### config.mk
export PLATFORM = sky130hd
export DESIGN_NAME = raddr_arbiter
export DESIGN_NICKNAME = d
export VERILOG_FILES = /design/src/rtl/raddr_pkg.sv /design/src/rtl/raddr_arbiter_rr_pick.sv /design/src/rtl/raddr_arbiter.sv
export SDC_FILE = /design/constraint.sdc
export NUM_CORES = 1
export LEC_CHECK = 0
export BUFFER_PORTS_ARGS = -buffer_cell sky130_fd_sc_hd__buf_2
export CORE_AREA = 2 2 149 151
export DETAILED_ROUTE_END_ITERATION = 12
export DIE_AREA = 0 0 151 153
export GPL_TIMING_DRIVEN = 0
export SLEW_MARGIN = 10
export SYNTH_ARGS = -nofsm -noshare
export SYNTH_HDL_FRONTEND = slang
export SYNTH_SLANG_ARGS = --single-unit
### constraint.sdc
create_clock -name clk -period 2.34 [get_ports clk]
set_clock_uncertainty 0.1 [all_clocks]
set_input_delay 0.702 -clock clk [delete_from_list [all_inputs] [get_ports clk]]
set_output_delay 0.702 -clock clk [all_outputs]
set_load 0.005 [all_outputs]
### src/rtl/raddr_pkg.sv
// Shared encodings and AXI field widths for the read-address arbiter.
package raddr_pkg;
  localparam int ADDR_W = 64;
  localparam int LEN_W  = 8;

  typedef enum logic [1:0] {
    IDLE = 2'h1,
    SEND = 2'h2
  } state_t;
endpackage

### src/rtl/raddr_arbiter_rr_pick.sv
// Rotating-priority picker: first eligible index at or after ptr, wrapping at N.
module rr_pick #(
  parameter int N     = 4,
  parameter int IDX_W = 2
) (
  input  logic [N-1:0]     eligible,
  input  logic [IDX_W-1:0] ptr,
  output logic             found,
  output logic [IDX_W-1:0] win
);
  logic [IDX_W-1:0] idx;

  // Walk from the farthest candidate back to ptr so the nearest one wins.
  always_comb begin
    found = 1'b0;
    win   = '0;
    idx   = '0;
    for (int k = N - 1; k >= 0; k--) begin
      idx = IDX_W'((int'(ptr) + k) % N);
      if (eligible[idx]) begin
        found = 1'b1;
        win   = idx;
      end
    end
  end
endmodule

### src/rtl/raddr_arbiter.sv
// Round-robin sharing of one AXI AR channel; arid carries the requester index and
// per-requester outstanding bursts are tracked by snooping rlast.
module raddr_arbiter
  import raddr_pkg::*;
#(
  parameter int NUM_REQ = 4,
  parameter int ID_W    = 3,
  parameter int MAX_OUT = 4
) (
  input  logic                      clk,
  input  logic                      rst_n,
  input  logic                      enable,
  input  logic [NUM_REQ*ADDR_W-1:0] req_araddr,
  input  logic [NUM_REQ*LEN_W-1:0]  req_arlen,
  input  logic [NUM_REQ-1:0]        req_arvalid,
  output logic [NUM_REQ-1:0]        req_arready,
  output logic [ADDR_W-1:0]         m_axi_araddr,
  output logic [LEN_W-1:0]          m_axi_arlen,
  output logic [ID_W-1:0]           m_axi_arid,
  output logic                      m_axi_arvalid,
  input  logic                      m_axi_arready,
  input  logic [ID_W-1:0]           m_axi_rid,
  input  logic                      m_axi_rlast,
  input  logic                      m_axi_rvalid,
  input  logic                      m_axi_rready,
  output logic                      busy,
  output logic                      err_underflow
);
  localparam int IDX_W = (NUM_REQ > 1) ? $clog2(NUM_REQ) : 1;
  localparam int CNT_W = $clog2(MAX_OUT + 1);

  state_t                            state, nxt;
  logic                              load, hs, found, r_done;
  logic [IDX_W-1:0]                  win, grant, ptr;
  logic [NUM_REQ-1:0]                elig, uf;
  logic [NUM_REQ-1:0][CNT_W-1:0]     out_cnt;
  logic [NUM_REQ-1:0][ADDR_W-1:0]    addr_v;
  logic [NUM_REQ-1:0][LEN_W-1:0]     len_v;

  assign addr_v = req_araddr;
  assign len_v  = req_arlen;

  assign hs     = (state == SEND) && m_axi_arready;
  assign r_done = m_axi_rvalid && m_axi_rready && m_axi_rlast;

  rr_pick #(.N(NUM_REQ), .IDX_W(IDX_W)) u_pick (
    .eligible (elig),
    .ptr      (ptr),
    .found    (found),
    .win      (win)
  );

  // Per-requester outstanding counter; simultaneous inc/dec cancel.
  for (genvar i = 0; i < NUM_REQ; i++) begin : g_lane
    logic             inc, dec;
    logic [CNT_W-1:0] cnt_q;

    assign inc        = hs && (grant == IDX_W'(i));
    assign dec        = r_done && (m_axi_rid == ID_W'(i));
    assign uf[i]      = dec && !inc && (cnt_q == '0);
    assign elig[i]    = req_arvalid[i] && (cnt_q < CNT_W'(MAX_OUT));
    assign out_cnt[i] = cnt_q;

    always_ff @(posedge clk) begin
      if (!rst_n)                             cnt_q <= '0;
      else if (inc && !dec)                   cnt_q <= cnt_q + 1'b1;
      else if (dec && !inc && cnt_q != '0)    cnt_q <= cnt_q - 1'b1;
    end
  end

  always_comb begin
    nxt  = state;
    load = 1'b0;
    case (state)
      IDLE: if (enable && found) begin
        nxt  = SEND;
        load = 1'b1;
      end
      SEND: if (m_axi_arready) nxt = IDLE;
      default: nxt = IDLE;
    endcase
  end

  always_ff @(posedge clk) begin
    if (!rst_n) begin
      state         <= IDLE;
      grant         <= '0;
      ptr           <= '0;
      m_axi_araddr  <= '0;
      m_axi_arlen   <= '0;
      err_underflow <= 1'b0;
    end else begin
      state <= nxt;
      if (load) begin
        grant        <= win;
        m_axi_araddr <= addr_v[win];
        m_axi_arlen  <= len_v[win];
      end
      if (hs) ptr <= (grant == IDX_W'(NUM_REQ - 1)) ? '0 : grant + 1'b1;
      if (|uf) err_underflow <= 1'b1;
    end
  end

  assign m_axi_arvalid = (state == SEND);
  assign m_axi_arid    = ID_W'(grant);
  assign req_arready   = hs ? (NUM_REQ'(1) << grant) : '0;
  assign busy          = (state != IDLE) || (|out_cnt);
endmodule

==> results.cfg, run 1 <==
[outcome]
status = finished with violations
violations = setup timing

[worst_hold_path]
holdCritStartpoint = m_axi_araddr[29]
min_path_type = reg -> reg

[finish]
final_common_cell = buf_2
drive_gt1_share_pct = 46.31
stdcell_count = 1409
final_cell_area_sq_mm = 0.009233
final_cell_mix = buf_2 (394), dfxtp_1 (79), a211oi_1 (77)
fin_nets = 1431
area_growth_pct = 47.29

[route]
antenna_left = 0
drtIter0Drc = 403
drc = 0
firstDrtPassIters = 5
vias = 7618
routed_wl_um = 27570
viasPerCell = 5.407
wl_per_cell_um = 19.56

[setup_path]
worstSetupPathType = reg -> out
crit_start = g_lane[2].cnt_q[2]
worstSetupEndpointType = output port
crit_required_ns = 1.54
r2r-start = ptr[1]
startpoint_type = flip-flop
critical_path_arrival_ns = 1.56
critPathMaxFanout = 6

[floorplan]
core-area_sq_mm = 0.02149
die_x_um = 151
dieArea_sq_mm = 0.02310
die_h_um = 153
initial_core_util_pct = 29.18
io_pins = 384
rows = 54

[power]
p_switching_uw = 1341
peakVddDrop_mv = 0.3071
pwr-share-seq_pct = 38.6
p_int_uw = 3140
switching_share_pct = 29.93
cellLeakagePower_uw = 0.004269
powerDensity_mw_per_mm2 = 485.3
pwr-share-comb_pct = 26.9
clock_power_share_pct = 34.5

[sta]
drv_slew = 0
setup_slack_ns = -0.01890
worst_slew_pin_slew_ns = 0.5986
rsz0062_at_grt = true
setup_viol = 2
clock.fmax_mhz = 423.9
finalCritPeriodShare_pct = 100.8
slew_headroom_pct = 60.09
min_period_ns = 2.359
hold_viol_final = 0

[run]
cap_viol_max_count = 0

[placement]
dpl.hpwl_um = 21550
place_congestion = 0.8688
io_buffers = 382
place_area_sq_mm = 0.008541
dp.cells = 1370

[synthesis]
synth_cell_types = 50
ys_seq_area_share_pct = 29.06
synth.net_count = 1018
avgSynthCellArea_sq_um = 8.854
async_flop_share_pct = 0
synth_top_flop_cell = dfxtp_1
synth_top_area_cell = dfxtp_1
ys_warn_count = 0
synth_cells = 708
synth_area_leaders = dfxtp_1 (29%), a211oi_1 (9.3%), o31ai_1 (7.9%), nand4_1 (5.8%), mux2i_1 (5.7%)
ys_ff_latch = 91
synth_top_area_share_pct = 29.06
synth_edf_count = 0
netlist_area_sq_mm = 0.006269

[grt]
grt_pass1_vias = 7441
antenna_found_initial = 5
grt_pass1_wl_um = 41300
grt_max_degree = 15
grt_overflow_total = 0
grtUsageTotal_pct = 22.91

[clock_network]
cts_tree = built
cts.sinks = 91
cts_made_buffers = 9
cts_buffer_depth = 2
clk_pin_slew_ns = 0.07
htreeDepth = 3
cts-root-buf = clkbuf_16
clock_latency_ns = 0.34
worst paths after layout:
| kind | to | slack [ns] | cells past startpoint |
|---|---|---|---|
| worst max-delay path | busy | -0.02 | 4 |
| worst min-delay path | m_axi_araddr[29] | 0.38 | 1 |
| worst max register to register | m_axi_araddr[59] | -0.01 | 8 |
| worst min register to register | m_axi_araddr[29] | 0.38 | 1 |
timing repair:
item | CTS | global route
buffers inserted | 9 | 11
endpoints found under the setup margin | 73 | 74
pin swaps | 7 | 9
gates resized for setup | 27 | 71
hold buffers | 0 | 0
registers in the layout (all words and copies together), names as in the netlist:
register	count
m_axi_araddr	64
g_lane.cnt_q	12
m_axi_arlen	8
grant	2
ptr	2
state	2
err_underflow	1
layout make-up:
type / instances / area, sq um
fillers: 2215 / 12250
plain buffers: 90 / 508.0
clock buffers: 12 / 256.5
flip-flops and latches: 91 / 1847
diodes: 4 / 10.01
repair buffers: 402 / 2093
well taps: 280 / 350.3
clock inverters: 3 / 47.55
inverters: 7 / 26.28
multi-input cells: 520 / 4094
logic make-up after synthesis:
logic type               after synthesis  synth area share [%]
buffers and inverters                 97                 7.306
AND/OR/NAND/NOR                      160                 17.86
AO/OA/AOI/OAI                        282                 32.28
flip-flops                            91                 29.06
other                                  1               0.05982
multiplexers                          61                 10.24
adder cells (fa/ha/maj)                8                 2.076
XOR/XNOR                               8                 1.118
worst max-delay path, stage by stage, from the launching register on:
cell and delay [ns]:
dfxtp_4 0.37, nor3_4 0.21, nand4_1 0.13, or3b_4 0.39
buf_6 0.12
stage by stage:
step / setup WS (ns) / hold WS [ns] / util (%) / power (uW) / TNS (ns)
CTS: -0.06364 / 0.3856 / 41.89 / 4486 / -0.7879
global route: -0.07216 / 0.3981 / 42.97 / 4705 / -0.09919
floorplan: -0.0009028 / 0.3789 / - / 2343 / -0.003611
detailed placement: -0.7161 / 0.3654 / 39.75 / 2926 / -43.20
global placement: -0.7098 / 0.3664 / 39.75 / 2921 / -41.27
finish: -0.01890 / 0.3806 / 42.97 / 4481 / -0.02720
metal layers:
layer / GRT usage (%) / routed length (um)
met1: 29.93 / 11970
met2: 39.20 / 13540
met3: 3.761 / 1583
met4: 5.563 / 454
met5: 0 / 13
cell usage after synthesis (all sizes together), types with 3 or more instances:
| library cell | n |
|---|---|
| or4 | 5 |
| and2 | 11 |
| a21oi | 44 |
| buf | 38 |
| xor2 | 6 |
| dfxtp | 91 |
| nand3 | 3 |
| ha | 4 |
| nor3 | 5 |
| a211oi | 78 |
| mux2 | 25 |
| o21ai | 39 |
| inv | 7 |
| o31ai | 66 |
| and4b | 4 |
| nand4 | 58 |
| mux2i | 36 |
| nor2b | 26 |
| nand2b | 5 |
| fa | 4 |
| o31a | 18 |
| a221o | 25 |
| clkbuf | 52 |
| o311ai | 4 |
| and4 | 31 |
power groups by stage:
stage | Combinational [uW] | Sequential [uW] | Clock, uW
final | 1210 | 1730 | 1540
after global routing | 1320 | 1740 | 1640
after CTS | 1180 | 1730 | 1570
after detailed placement | 1160 | 1760 | 0
after global placement | 1160 | 1760 | 0
after floorplan | 573 | 1770 | 0
Power figures use the tool's default switching activity.
==> run 2, diff against run 1 <==
--- a/config.mk
+++ b/config.mk
@@ -6,10 +6,13 @@
 export NUM_CORES = 1
 export LEC_CHECK = 0
 export BUFFER_PORTS_ARGS = -buffer_cell sky130_fd_sc_hd__buf_2
-export CORE_AREA = 2 2 149 151
+export CELL_PAD_IN_SITES_DETAIL_PLACEMENT = 0
+export CELL_PAD_IN_SITES_GLOBAL_PLACEMENT = 1
+export CORE_MARGIN = 2
+export CORE_UTILIZATION = 28
 export DETAILED_ROUTE_END_ITERATION = 12
-export DIE_AREA = 0 0 151 153
 export GPL_TIMING_DRIVEN = 0
+export PLACE_DENSITY_LB_ADDON = 0.1
 export SLEW_MARGIN = 10
 export SYNTH_ARGS = -nofsm -noshare
 export SYNTH_HDL_FRONTEND = slang
==> run 2 against run 1 <==
  * The run still ends with setup timing left
  * Routed wire length rose by 4.7%
  * Non-clock buffer count fell by 6
  * Power is 2.5% lower
  * Final cell count barely moved
  * Critical path depth unchanged
  * Die area increased by 2.2%
  * Utilization down 0.80 points
  * Clock-buffer cell count shrank 3
  * Global-route usage rose by 0.46 points
  * Combinational power about the same
  * Largest power group unchanged
==> results.cfg, run 2 (synthesis gave the netlist of run 1 again) <==
[clock_network]
cts-root-buf = clkbuf_16
clock_latency_ns = 0.36
cts_tree = built
htreeDepth = 3
cts.sinks = 91
cts_buffer_depth = 2
cts_made_buffers = 9
clk_pin_slew_ns = 0.08

[sta]
holdWs_ns = 0.3828
clock.fmax_mhz = 421.8
setup_slack_ns = -0.03107
slew_headroom_pct = 59.48
hold_viol_final = 0
finalCritPeriodShare_pct = 101.3
min_period_ns = 2.371
setup_viol = 1
rsz0062_at_grt = true
drv_slew = 0
worst_slew_pin_slew_ns = 0.6078

[setup_path]
r2r_cells = 8
worstSetupEndpointType = output port
max_stage_delay_ns = 0.39
critPathMaxFanout = 3
startpoint_type = flip-flop
crit_required_ns = 1.54
slowest_stage = or3b_4
crit_chain = nor3_4, nand4_1, or3b_4, buf_6
reg2reg_setup_slack_ns = 0.09
worstSetupPathType = reg -> out
critical_path_arrival_ns = 1.57

[finish]
area_growth_pct = 47.27
regMostFlops = m_axi_araddr
drive_gt1_share_pct = 47.77
final_common_cell = buf_2
largest_reg_flops = 64
utilization_pct = 42.17
fin_nets = 1425
largest_registers = m_axi_araddr: 64 flops, g_lane.cnt_q: 12 flops, m_axi_arlen: 8 flops
stdcell_count = 1410
final_cell_mix = buf_2 (394), dfxtp_1 (81), a211oi_1 (77)

[route]
wl_per_cell_um = 20.47
drtIter0Drc = 389
vias = 7521
firstDrtPassIters = 4
drc = 0
antenna_left = 0
viasPerCell = 5.334
routed_wl_um = 28860

[placement]
post-place-ws_ns = -0.6700
dpl.hpwl_um = 22550
dp.cells = 1370
place_congestion = 0.8297
io_buffers = 382

[grt]
grt_max_degree = 17
grtUsageTotal_pct = 23.36
antenna_found_initial = 11
grt_pass1_wl_um = 42950
grt_overflow_total = 0
grt_pass1_vias = 7444

[floorplan]
initial_core_util_pct = 28.64
die_x_um = 153.6
dieArea_sq_mm = 0.02360
core-area_sq_mm = 0.02189
rows = 54
die_h_um = 153.6
io_pins = 384

[power]
cellLeakagePower_uw = 0.004241
powerDensity_mw_per_mm2 = 473.2
peakVddDrop_mv = 0.2292
total_power_uw = 4368

[outcome]
status = finished with violations
violations = setup timing

[run]
cap_viol_max_count = 0

[worst_hold_path]
min_path_type = reg -> reg
holdPathStages = 1
run 2: cell types whose count changed in the layout (fill, tap and decap cells not counted), moves of 3 or more:
| cell | delta |
|---|---|
| diode_2 | +6 |
| inv_6 | +3 |
| o31ai_2 | +9 |
| clkinv_2 | +3 |
| clkbuf_1 | -6 |
| o31ai_1 | -9 |
run 2: area by class of cell:
| cell class | count | area, sq um |
|---|---|---|
| fillers | 2339 | 12660 |
| multi-input cells | 520 | 4165 |
| repair buffers | 396 | 2023 |
| flip-flops and latches | 91 | 1842 |
| plain buffers | 90 | 524.3 |
| well taps | 280 | 350.3 |
| clock buffers | 9 | 225.2 |
| clock inverters | 7 | 50.05 |
| inverters | 7 | 26.28 |
| diodes | 10 | 25.02 |
run 2: final timing paths:
| kind | from | end |
|---|---|---|
| min | m_axi_araddr[30] | m_axi_araddr[30] |
| max | g_lane[0].cnt_q[0] | busy |
| max reg2reg | grant[0] | g_lane[2].cnt_q[2] |
| min reg2reg | m_axi_araddr[30] | m_axi_araddr[30] |
run 2: report_power, final:
part	internal, uW	total, uW	switching [uW]
Clock	730	1420	693
Sequential	1670	1730	65.9
Combinational	592	1210	622
run 2: through the flow:
| stage | cell area [sq um] | TNS [ns] |
|---|---|---|
| after global placement | 8541 | -39.92 |
| after detailed placement | 8541 | -40.06 |
| after global routing | 9221 | -0.1037 |
| after CTS | 8992 | -0.05995 |
| after floorplan | 6279 | -0.003611 |
| final | 9231 | -0.03107 |
run 2: timing repair:
item,CTS,global route
setup endpoints to repair,71,81
hold buffers,0,0
resized for setup,38,85
endpoints found under the hold margin,0,0
pin swaps,7,6
buffers inserted,9,5
run 2: per-layer routing:
layer,global-route usage (%),wire length (um),part of all wire (%),vias to the layer above
met2,39.64,13940,48,288
met4,7.077,714,2.5,4
met5,0,18,0.062,-
met1,29.46,12220,42,3512
met3,5.440,1976,6.8,40
li1,-,-,-,3677
run 2: worst max-delay path: cells and delay by family (launching register included):
family | cells | cell delay, ns
and+or+nand+nor | 3 | 0.73
buffers and inverters | 1 | 0.12
DFF | 1 | 0.36
